File: src/rtl/stl_stream_unloader.sv
// Serializes a triangle mesh from word memory as a binary STL byte stream.
// Define STL_NORMAL_PASS_EN to fetch per-triangle normals from memory (12-word records).
module stl_stream_unloader #(
  parameter int unsigned        ADDR_W     = 16,
  parameter logic [ADDR_W-1:0]  COUNT_ADDR = 16'h8001,
  parameter logic [ADDR_W-1:0]  BASE_ADDR  = 16'h800B,
  parameter logic [7:0]         HDR_BYTE   = 8'h00
) (
  input  logic              clk,
  input  logic              reset,
  input  logic              start,
  output logic              busy,
  output logic              done,
  output logic              mem_rd,
  output logic [ADDR_W-1:0] mem_addr,
  input  logic [31:0]       mem_rdata,
  output logic [7:0]        tx_data,
  output logic              tx_valid,
  input  logic              tx_ready
);

`ifdef STL_NORMAL_PASS_EN
  localparam int unsigned NumWords = 12;
`else
  localparam int unsigned NumWords = 9;
`endif
  localparam logic [3:0] LastWord = 4'(NumWords - 1);

  typedef enum logic [3:0] {
    StIdle, StHdr, StCntRd, StCntLat, StCntTx, StNrm, StWRd, StWLat, StWTx, StAttr, StFin
  } state_e;

  state_e            state_q, state_d;
  logic [6:0]        bcnt_q, bcnt_d;
  logic [31:0]       sh_q, sh_d;
  logic [31:0]       cnt_q, cnt_d;
  logic [31:0]       tri_q, tri_d;
  logic [3:0]        widx_q, widx_d;
  logic [ADDR_W-1:0] ptr_q, ptr_d;
  logic [ADDR_W-1:0] addr_q, addr_d;
  logic              hs;

  assign hs       = tx_valid && tx_ready;
  assign mem_addr = addr_q;
  assign busy     = (state_q != StIdle) && (state_q != StFin);

  always_ff @(posedge clk) begin
    if (reset) begin
      state_q <= StIdle;
      bcnt_q  <= '0;
      sh_q    <= '0;
      cnt_q   <= '0;
      tri_q   <= '0;
      widx_q  <= '0;
      ptr_q   <= '0;
      addr_q  <= '0;
    end else begin
      state_q <= state_d;
      bcnt_q  <= bcnt_d;
      sh_q    <= sh_d;
      cnt_q   <= cnt_d;
      tri_q   <= tri_d;
      widx_q  <= widx_d;
      ptr_q   <= ptr_d;
      addr_q  <= addr_d;
    end
  end

  always_comb begin
    state_d  = state_q;
    bcnt_d   = bcnt_q;
    sh_d     = sh_q;
    cnt_d    = cnt_q;
    tri_d    = tri_q;
    widx_d   = widx_q;
    ptr_d    = ptr_q;
    addr_d   = addr_q;
    tx_valid = 1'b0;
    tx_data  = 8'h00;
    mem_rd   = 1'b0;
    done     = 1'b0;

    unique case (state_q)
      StIdle: begin
        if (start) begin
          state_d = StHdr;
          bcnt_d  = '0;
        end
      end
      StHdr: begin
        tx_valid = 1'b1;
        tx_data  = HDR_BYTE;
        if (hs) begin
          bcnt_d = bcnt_q + 7'd1;
          if (bcnt_q == 7'd79) begin
            state_d = StCntRd;
            addr_d  = COUNT_ADDR;
          end
        end
      end
      StCntRd: begin
        mem_rd  = 1'b1;
        state_d = StCntLat;
      end
      StCntLat: begin
        cnt_d   = mem_rdata;
        sh_d    = mem_rdata;
        bcnt_d  = '0;
        state_d = StCntTx;
      end
      StCntTx: begin
        tx_valid = 1'b1;
        tx_data  = sh_q[7:0];
        if (hs) begin
          sh_d   = {8'h00, sh_q[31:8]};
          bcnt_d = bcnt_q + 7'd1;
          if (bcnt_q == 7'd3) begin
            bcnt_d = '0;
            if (cnt_q == 32'd0) begin
              state_d = StFin;
            end else begin
              ptr_d  = BASE_ADDR;
              tri_d  = cnt_q;
              widx_d = '0;
`ifdef STL_NORMAL_PASS_EN
              state_d = StWRd;
              addr_d  = BASE_ADDR;
`else
              state_d = StNrm;
`endif
            end
          end
        end
      end
      // Zero normal: 12 bytes emitted without touching memory.
      StNrm: begin
        tx_valid = 1'b1;
        if (hs) begin
          bcnt_d = bcnt_q + 7'd1;
          if (bcnt_q == 7'd11) begin
            state_d = StWRd;
            addr_d  = ptr_q;
          end
        end
      end
      StWRd: begin
        mem_rd  = 1'b1;
        ptr_d   = ptr_q + 1'b1;
        state_d = StWLat;
      end
      StWLat: begin
        sh_d    = mem_rdata;
        bcnt_d  = '0;
        state_d = StWTx;
      end
      StWTx: begin
        tx_valid = 1'b1;
        tx_data  = sh_q[7:0];
        if (hs) begin
          sh_d   = {8'h00, sh_q[31:8]};
          bcnt_d = bcnt_q + 7'd1;
          if (bcnt_q == 7'd3) begin
            bcnt_d = '0;
            widx_d = widx_q + 4'd1;
            if (widx_q == LastWord) begin
              state_d = StAttr;
            end else begin
              state_d = StWRd;
              addr_d  = ptr_q;
            end
          end
        end
      end
      StAttr: begin
        tx_valid = 1'b1;
        if (hs) begin
          bcnt_d = bcnt_q + 7'd1;
          if (bcnt_q == 7'd1) begin
            bcnt_d = '0;
            tri_d  = tri_q - 32'd1;
            widx_d = '0;
            if (tri_q == 32'd1) begin
              state_d = StFin;
            end else begin
`ifdef STL_NORMAL_PASS_EN
              state_d = StWRd;
              addr_d  = ptr_q;
`else
              state_d = StNrm;
`endif
            end
          end
        end
      end
      StFin: begin
        done    = 1'b1;
        state_d = StIdle;
      end
      default: state_d = StIdle;
    endcase
  end

endmodule

File: config.mk
export PLATFORM = sky130hd
export DESIGN_NAME = stl_stream_unloader
export DESIGN_NICKNAME = d
export VERILOG_FILES = /design/src/rtl/stl_stream_unloader.sv
export SDC_FILE = /design/constraint.sdc
export NUM_CORES = 1
export LEC_CHECK = 0
export ABC_AREA = 1
export BUFFER_PORTS_ARGS = -buffer_cell sky130_fd_sc_hd__buf_2
export CAP_MARGIN = 40
export CELL_PAD_IN_SITES_DETAIL_PLACEMENT = 1
export CELL_PAD_IN_SITES_GLOBAL_PLACEMENT = 2
export CORE_MARGIN = 3
export CORE_UTILIZATION = 35
export CTS_BUF_LIST = sky130_fd_sc_hd__clkbuf_8 sky130_fd_sc_hd__clkbuf_16
export DETAILED_ROUTE_END_ITERATION = 16
export PLACE_DENSITY_LB_ADDON = 0.2
export SLEW_MARGIN = 0
export SYNTH_ARGS = -nofsm -noshare
export SYNTH_HDL_FRONTEND = slang
export SYNTH_SLANG_ARGS = --single-unit
File: constraint.sdc
create_clock -name clk -period 3.2 [get_ports clk]
set_input_delay 0.16 -clock clk [delete_from_list [all_inputs] [get_ports clk]]
set_output_delay 0.16 -clock clk [all_outputs]
set_load 0.03 [all_outputs]
Yosys cells after proc, flatten, opt, wreduce, memory -nomap -nowiden
Cells that the tools add are included.
{ "totals": {"reg_bits": 143, "input_bits": 36, "output_inout_bits": 28, "elab_cells": 121} }
{ "op_classes": {"add_sub_neg": 4, "eq_ne": 32, "mux": 54, "n_reduce_logical": 23} }
{ "ops": {"columns": ["cell", "count"], "rows": [
  ["$mux W32", 6],
  ["$mux W16", 10],
  ["$pmux W32 S2", 2],
  ["$mux W4", 21],
  ["$pmux W16 S3", 1],
  ["$mux W7", 6],
  ["$pmux W4 S10", 1],
  ["$pmux W7 S5", 1],
  ["$eq A32 B1 Y1 const B", 1],
  ["$logic_not A32 Y1", 1],
  ["$pmux W16 S2", 1],
  ["$sub A32 B1 Y32 const B", 1],
  ["$ne A2 B2 Y1 const B", 13],
  ["$add A16 B1 Y16 const B", 1],
  ["$eq A4 B3 Y1 const B", 4],
  ["$eq A4 B4 Y1 const B", 4],
  ["$reduce_and A8 Y1", 2],
  ["$pmux W4 S3", 1],
  ["$reduce_and A11 Y1", 1],
  ["$eq A4 B2 Y1 const B", 2],
  ["$mux W8", 1],
  ["$reduce_or A2 Y1", 4],
  ["$add A7 B1 Y7 const B", 1],
  ["$eq A7 B1 Y1 const B", 1],
  ["19 further kinds", 26]
]} }

Longest topological paths before layout
Gate-level depths: netlist of the first run.
{ "depth": {"depth_word": 6, "ltp_mapped": 13, "mapped_depth_nobuf": 12} }

Worst setup path after synthesis of the first run
No wires, ideal clock.
{ "synth_path": {"path_type": "flip-flop to output port", "start": "reg state_q[1]", "end": "out busy", "arrival_time_ns": 1.741, "t_required_ns": 3.040, "setup_slack_ns": 1.299, "stages_incl_launch_ff": 6, "path_buffers": 0, "path_cell_list": "dfxtp_1 > inv_1 > nor2_1 > inv_1 > nor3_1 > nor2_1"} }
{ "synth_via": {"elab_chain_cells": 2, "word_cells_on_any_way": 3, "classes_between": "eq/ne (1); reduce/logical (2)"} }
{ "synth_rtl": {"columns": ["element", "line", "source"], "rows": [
  ["start: declaration", "33", "state_e state_q, state_d;"],
  ["start signal: assignment", "49", "state_q <= StIdle;"],
  ["start signal: assignment", "58", "state_q <= state_d;"],
  ["$ne A4 B4 Y1 / $reduce_bool A4 Y1 (equally long branches)", "45", "assign busy = (state_q != StIdle) && (state_q != StFin);"],
  ["$logic_and A1 B1 Y1 (*)", "45", null],
  ["end: declaration", "12", "output logic busy,"]
]} }
Every way passes the cells marked *; elsewhere a longest branch is shown, timed or not.

Final worst setup path of the first run
{ "layout_path": {"start": "reg state_q[3]", "end": "reg sh_q[9]"} }
{ "layout_via": {"elab_chain_cells": 6, "word_cells_on_any_way": 16, "classes_between": "eq/ne (8); mux (2); reduce/logical (6)"} }
{ "layout_rtl": {"columns": ["element", "line", "source"], "rows": [
  ["$eq A4 B4 Y1, or another cell as far along", "83", "unique case (state_q)"],
  ["$reduce_or A5 Y1 (no line)", null, null],
  ["$mux W1", "83", null],
  ["$logic_and A1 B1 Y1", "43", "assign hs = tx_valid && tx_ready;"],
  ["$ne A2 B1 Y1 (no line)", null, null],
  ["$reduce_and A2 Y1 (no line)", null, null],
  ["end signal: assignment", "51", "sh_q <= '0;"],
  ["end signal: assignment", "60", "sh_q <= sh_d;"],
  ["end: declaration", "35", "logic [31:0] sh_q, sh_d;"]
]} }
Parallel ways exist; a longest one is shown, timed or not.
A chain may end at the register's enable or synchronous reset.

==> results.py, run 1 <==
metrics = {
    "floorplan": {
        "row_count": 53,
        "core_area_sq_um": 21350,
        "die_h_um": 154.4,
        "die_x_um": 154.4,
        "die_area_sq_um": 23850,
        "initial_core_util": 0.3612,
        "pin_count": 64,
    },
    "route": {
        "wirelength_um": 24990,
        "drc": 0,
        "wl_per_cell_um": 15.90,
        "routed_via_density": 5.037,
        "ant_nets": 0,
        "drt_iter0_drc": 424,
        "num_vias": 7918,
        "dr.pass1.iters": 4,
    },
    "grt": {
        "grt_usage": 0.2132,
        "grt_first_pass_wirelength_um": 41610,
        "antenna_found_initial": 0,
        "grt_pass1_vias": 8054,
        "grt_overflow": 0,
        "grt_max_degree": 59,
    },
    "yosys": {
        "synthCells": 1219,
        "netlist_area_sq_um": 7712,
        "syn_avg_cell_area_sq_um": 6.327,
        "synth_nets": 1262,
        "async_reset_ff_frac": 0,
        "synth_ff_type": "dfxtp_1",
        "synth_cell_types": 38,
        "synthTopCellsByArea": "dfxtp_1 (37%), nand2_1 (16%), nor2_1 (13%)",
        "seq_area_frac_synth": 0.3712,
        "yosysTopAreaCell": "dfxtp_1",
        "ys_seq_elements": 143,
        "synth_edf_count": 0,
        "synth_top_area_share": 0.3712,
        "yosys_warnings": 0,
    },
    "clock_tree": {
        "cts.htree.levels": 4,
        "clk_latency_ps": 440,
        "holdBufCountCts": 20,
        "path_clk_slew_ps": 70,
        "clkSinkCount": 143,
        "cts_resized": 0,
        "clockBufferDepth": 2,
        "cts_tree": "done",
        "cts-root-buf": "clkbuf_16",
        "post_cts_buffers": 0,
        "cts_made_buffers": 17,
    },
    "placed_design": {
        "post-dp-hpwl_um": 18140,
        "place.gp.congestion": 0.8069,
        "io_buffers": 63,
        "dp_slack_ps": 760.4,
    },
    "power": {
        "powerDensity_nw_per_um2": 561.1,
        "cellLeakagePower_nw": 3.950,
        "ir_drop_uv": 349.6,
        "finalPower_mw": 5.065,
    },
    "critical_path": {
        "end_kind": "flop",
        "start_kind": "flop",
        "cp_max_fo": 48,
        "required_ps": 3470,
        "path_class": "flop to flop",
        "crit_arrival_ps": 2720,
    },
    "worst_hold_path": {
        "hold_path.class": "primary input to flop",
    },
    "cells_and_area": {
        "fillers": 2871,
        "nets": 1327,
        "layout_common_cells": "nand2_1 (321), nor2_1 (258), dfxtp_1 (143)",
        "area_growth_syn_to_layout_pct": 17.03,
        "drive_above_1_share": 0.1141,
        "antenna_cells": 0,
        "post-route-util": 0.4227,
        "layout_commonest_cell": "nand2_1",
        "seq_area_sq_um": 2863,
        "multi_input_area_sq_um": 4250,
    },
    "flow_run": {
        "cap_violations": 0,
    },
    "timing": {
        "hold_viol": 0,
        "worst_pin_slew_ps": 732.7,
        "period_share": 0.7666,
        "final.setup.worst_slack_ps": 747.0,
        "fin_worst_skew_ps": 14.52,
        "clock.fmax_ghz": 0.4077,
        "slew_headroom": 0.5115,
        "rsz0062_at_grt": "no",
        "slew_violations": 0,
        "fin_tns_setup_ps": 0,
        "final-setup-viol-count": 0,
        "holdWs_ps": 3.337,
        "min_period_ps": 2453,
    },
    "outcome": {
        "outcome": "completed",
    },
}
## synthesized netlist by cell type, types with 2 or more instances
master,count
nand3_2,2
nor2_1,258
nand2_4,3
inv_1,81
nor2_4,3
nand2_1,321
o21ai_1,11
buf_2,13
o21ai_0,91
nor2_2,6
a31oi_1,29
a21oi_1,65
nand3b_1,2
clkinv_1,3
clkbuf_1,29
nand2_2,8
nand3_1,67
inv_2,8
o31ai_1,4
o21bai_1,8
buf_6,6
xnor2_1,4
ha_1,7
nor3_1,13
xor2_1,4
dfxtp_1,143
or2_2,5
a22oi_1,8
nand4_1,8
## per-stage QoR
| step | instance area, sq um | cells |
|---|---|---|
| floorplan | 7712 | 1219 |
| global placement | 8205 | 1519 |
| detailed placement | 8213 | 1520 |
| CTS | 9026 | 1572 |
| global route | 9026 | 1572 |
| finish | 9026 | 1572 |
## state kept, by name, indices dropped and copies added (netlist names)
signal,flops
bcnt_q,7
widx_q,4
mem_addr,16
ptr_q,16
tri_q,32
cnt_q,32
sh_q,32
state_q,4
## power by group
group          switching, mW  internal [mW]  leakage, nW
clock                  0.921           1.19        0.304
combinational          0.672          0.296         2.49
sequential            0.0923           1.89         1.15
## layer usage
metal	global-route usage	part of all wire	vias to the layer above
li1	-	-	4062
met1	0.2839	0.48	3740
met2	0.3646	0.48	93
met3	0.02994	0.026	23
met4	0.05383	0.012	0
met5	0	0	-
## kinds of logic (layout without fill, tap and decap cells)
kind of cell | count (synthesis) | count (layout) | share of synthesized area
simple gates | 701 | 701 | 0.3772
buf+inv | 142 | 220 | 0.07771
xor+xnor | 8 | 8 | 0.009084
fa+ha+maj | 7 | 7 | 0.01136
compound gates | 218 | 218 | 0.1535
flops | 143 | 143 | 0.3712
## path summary, 6_finish.rpt
path                     start  slack [ps]  cells past startpoint       end
setup reg to reg    state_q[3]         750                      9   sh_q[9]
hold reg to reg       cnt_q[5]         470                      2  cnt_q[5]
hold / removal    mem_rdata[4]           3                      3  cnt_q[4]
setup / recovery    state_q[3]         750                      9   sh_q[9]
## layout make-up
type                       instances  area share
clock buffer                      17     0.04713
clock inverter                    15     0.02079
inverter                          93     0.03881
multi-input combinational        934      0.4709
sequential                       143      0.3172
tap                              275     0.03812
timing repair buffer              95     0.06709
## worst max-delay path: stages (launching register included)
cell and delay, ps:
dfxtp_1 440, inv_2 120, nor2_4 120, nand2_2 130
nand2_4 310, nand2_2 160, o21ai_2 240, inv_2 410
o21ai_0 300, a31oi_1 70
Note: power is estimated with default switching activity, not from simulation.
==> run 2: changes to the inputs <==
Settings changed: ABC_AREA 1 to 0, CORE_UTILIZATION 35 to 32.
Clock period 3.2 ns to 2.17 ns, I/O delays scaled along.
==> run 2 against run 1 <==
Combinational power grew to 4.0 times the previous value. Critical path depth decreased by 4. Critical path type unchanged. Sequential cell count did not move. Final cell count is 8.8% lower. Highest routed layer unchanged. Clock power is 49% higher. Worst hold slack better by 23 ps. Largest power group is now combinational cells. Total power increased by 97%. Via count grew 2.8%. Wire length rose by 14%. Sequential power is 48% higher. The flow now finishes with violations (negative setup slack). Fmax up 5.4%.
==> results.py, run 2 <==
metrics = {
    "route": {
        "wirelength_um": 28410,
        "drc": 0,
        "num_vias": 8140,
        "drt_iter0_drc": 439,
        "routed_via_density": 5.676,
        "ant_nets": 0,
        "dr.pass1.iters": 5,
        "wl_per_cell_um": 19.81,
    },
    "grt": {
        "gr-usage-met1": 0.2925,
        "grt_max_degree": 99,
        "met3_usage": 0.03499,
        "grt_pass1_vias": 8291,
        "grt_overflow": 0,
        "grt_util_met2": 0.3950,
        "grt_first_pass_wirelength_um": 45060,
        "grt_usage": 0.2264,
        "grt.busiest_layer": "met2",
        "antenna_found_initial": 0,
    },
    "yosys": {
        "yosysTopAreaCell": "dfxtp_1",
        "ys_seq_elements": 143,
        "yosys_warnings": 0,
        "syn_avg_cell_area_sq_um": 7.781,
        "synth_top_area_share": 0.3865,
        "async_reset_ff_frac": 0,
        "synth_edf_count": 0,
        "synth_cell_types": 63,
        "synth_nets": 995,
        "ys_top_cells_by_count": "nand2_1 (144), dfxtp_1 (143), a21oi_1 (104)",
        "yosysMostFrequentCell": "nand2_1",
        "synth_ff_type": "dfxtp_1",
        "synthTopCellsByArea": "dfxtp_1 (39%), nand2_1 (7.3%), a21oi_1 (7.0%)",
        "netlist_area_sq_um": 7407,
        "seq_area_frac_synth": 0.3865,
        "synthCells": 952,
    },
    "timing": {
        "slew_violations": 0,
        "hold_viol": 0,
        "slew_headroom": 0.6065,
        "fin_worst_skew_ps": 14.53,
        "final.setup.worst_slack_ps": -157.7,
        "period_share": 1.073,
        "final-setup-viol-count": 47,
        "min_period_ps": 2328,
        "holdWs_ps": 26.61,
        "worst_pin_slew_ps": 586.3,
        "rsz0062_at_grt": "yes",
        "clock.fmax_ghz": 0.4296,
    },
    "critical_path": {
        "cp_max_fo": 4,
        "reg2regPathDepth": 5,
        "reg2reg_slack_ps": -160,
        "r2r_end": "state_q[0]",
        "end_kind": "flop",
        "start_kind": "flop",
        "r2r_start": "bcnt_q[2]",
        "crit_arrival_ps": 2690,
        "required_ps": 2530,
        "crit_path_start": "bcnt_q[2]",
        "worstSetupEndpoint": "state_q[0]",
        "path_class": "flop to flop",
    },
    "floorplan": {
        "row_count": 55,
        "initial_core_util": 0.3262,
        "die_area_sq_um": 25010,
        "core_area_sq_um": 22710,
        "die_h_um": 158.1,
        "pin_count": 64,
        "die_x_um": 158.1,
    },
    "cells_and_area": {
        "top_regs": "cnt_q: 32 flops, sh_q: 32 flops, tri_q: 32 flops",
        "nets": 1179,
        "layout_common_cells": "nand2_1 (144), dfxtp_1 (136), buf_4 (136)",
        "layout_commonest_cell": "nand2_1",
        "area_growth_syn_to_layout_pct": 39.53,
        "fillers": 2720,
        "antenna_cells": 0,
        "drive_above_1_share": 0.2594,
        "seq_area_sq_um": 2877,
        "multi_input_area_sq_um": 4420,
        "fin_cells": 1434,
    },
    "placed_design": {
        "place.gp.congestion": 0.8162,
        "io_buffers": 63,
        "post-dp-hpwl_um": 19050,
        "dp.cells": 1359,
    },
    "power": {
        "ir_drop_uv": 571.2,
        "powerDensity_nw_per_um2": 964.2,
        "cellLeakagePower_nw": 3.811,
        "finalPower_mw": 9.965,
    },
    "clock_tree": {
        "path_clk_slew_ps": 70,
        "cts_made_buffers": 17,
        "cts-root-buf": "clkbuf_16",
        "clockBufferDepth": 2,
        "cts_tree": "done",
        "cts.htree.levels": 4,
        "clkSinkCount": 143,
        "clk_latency_ps": 440,
    },
    "outcome": {
        "outcome": "finished with violations",
        "violations": "negative setup slack",
    },
    "worst_hold_path": {
        "hold_path.class": "primary input to flop",
    },
    "flow_run": {
        "cap_violations": 0,
    },
}
run 2: cell count changes after synthesis, sizes merged, moves of 25 or more:
cell and delta:
a21oi +40, a311oi +25, clkbuf +42, inv -74
nand2 -188, nand3 -43, nor2 -199, o21ai -72
o31ai +28
run 2: cells by family (layout without fill, tap and decap cells):
kind of cell    after synthesis  count (layout)  synth area share
simple gates                397             397            0.2671
fa+ha+maj                     7               7           0.01182
mux                           6               6          0.008108
xor+xnor                     12              12           0.01419
flops                       143             143            0.3865
compound gates              292             292            0.2633
buf+inv                      95             292           0.04899
run 2: worst min path at each step:
stage,start,to,slack (ps),cells past startpoint
floorplan,mem_rdata[26],cnt_q[26],240,2
global placement,mem_rdata[28],sh_q[28],380,3
detailed placement,mem_rdata[29],sh_q[29],380,3
CTS,reset,ptr_q[15],30,2
global route,reset,mem_addr[5],50,2
finish,reset,mem_addr[5],30,2
run 2: per-layer routing:
| metal | part of all wire | routed length, um |
|---|---|---|
| met5 | 0 | 0 |
| met4 | 0.018 | 501 |
| met3 | 0.022 | 619 |
| met2 | 0.50 | 14240 |
| met1 | 0.46 | 13050 |
run 2: layout make-up:
cell class,instances,area share
Clock buffer,17,0.04116
Sequential cell,143,0.2783
Multi-Input combinational cell,714,0.4277
Inverter,15,0.005448
Timing Repair Buffer,245,0.1946
Tap cell,285,0.03450
Clock inverter,15,0.01828
run 2: report_power, final:
group	internal (mW)	switching, mW	total [mW]	leakage, nW
Sequential	2.79	0.146	2.93	1.16
Clock	1.76	1.38	3.14	0.302
Combinational	1.67	2.22	3.89	2.35
run 2: through the flow:
step / util / area, sq um / TNS (ps) / setup WS (ps)
floorplan: - / 7442 / -3130 / -178.4
global placement: 0.3992 / 9065 / -4963 / -174.4
detailed placement: 0.3994 / 9070 / -7993 / -264.0
CTS: 0.4466 / 10140 / -3338 / -127.8
global route: 0.4551 / 10330 / -8270 / -207.5
finish: 0.4551 / 10330 / -2721 / -157.7
run 2: critical path, stage by stage, from the launching register on:
cell      delay (ps)
dfxtp_2          320
or4_4            570
or4_4            570
a21o_1           200
a2111o_1         420
o22ai_2          170
run 2: timing repair:
item	4_1_cts	5_1_grt
endpoints found under the hold margin	61	0
buffers inserted	4	3
hold buffers	32	0
gates cloned	1	3
gates resized for setup	35	38
pin swaps	9	8
setup endpoints to repair	98	106
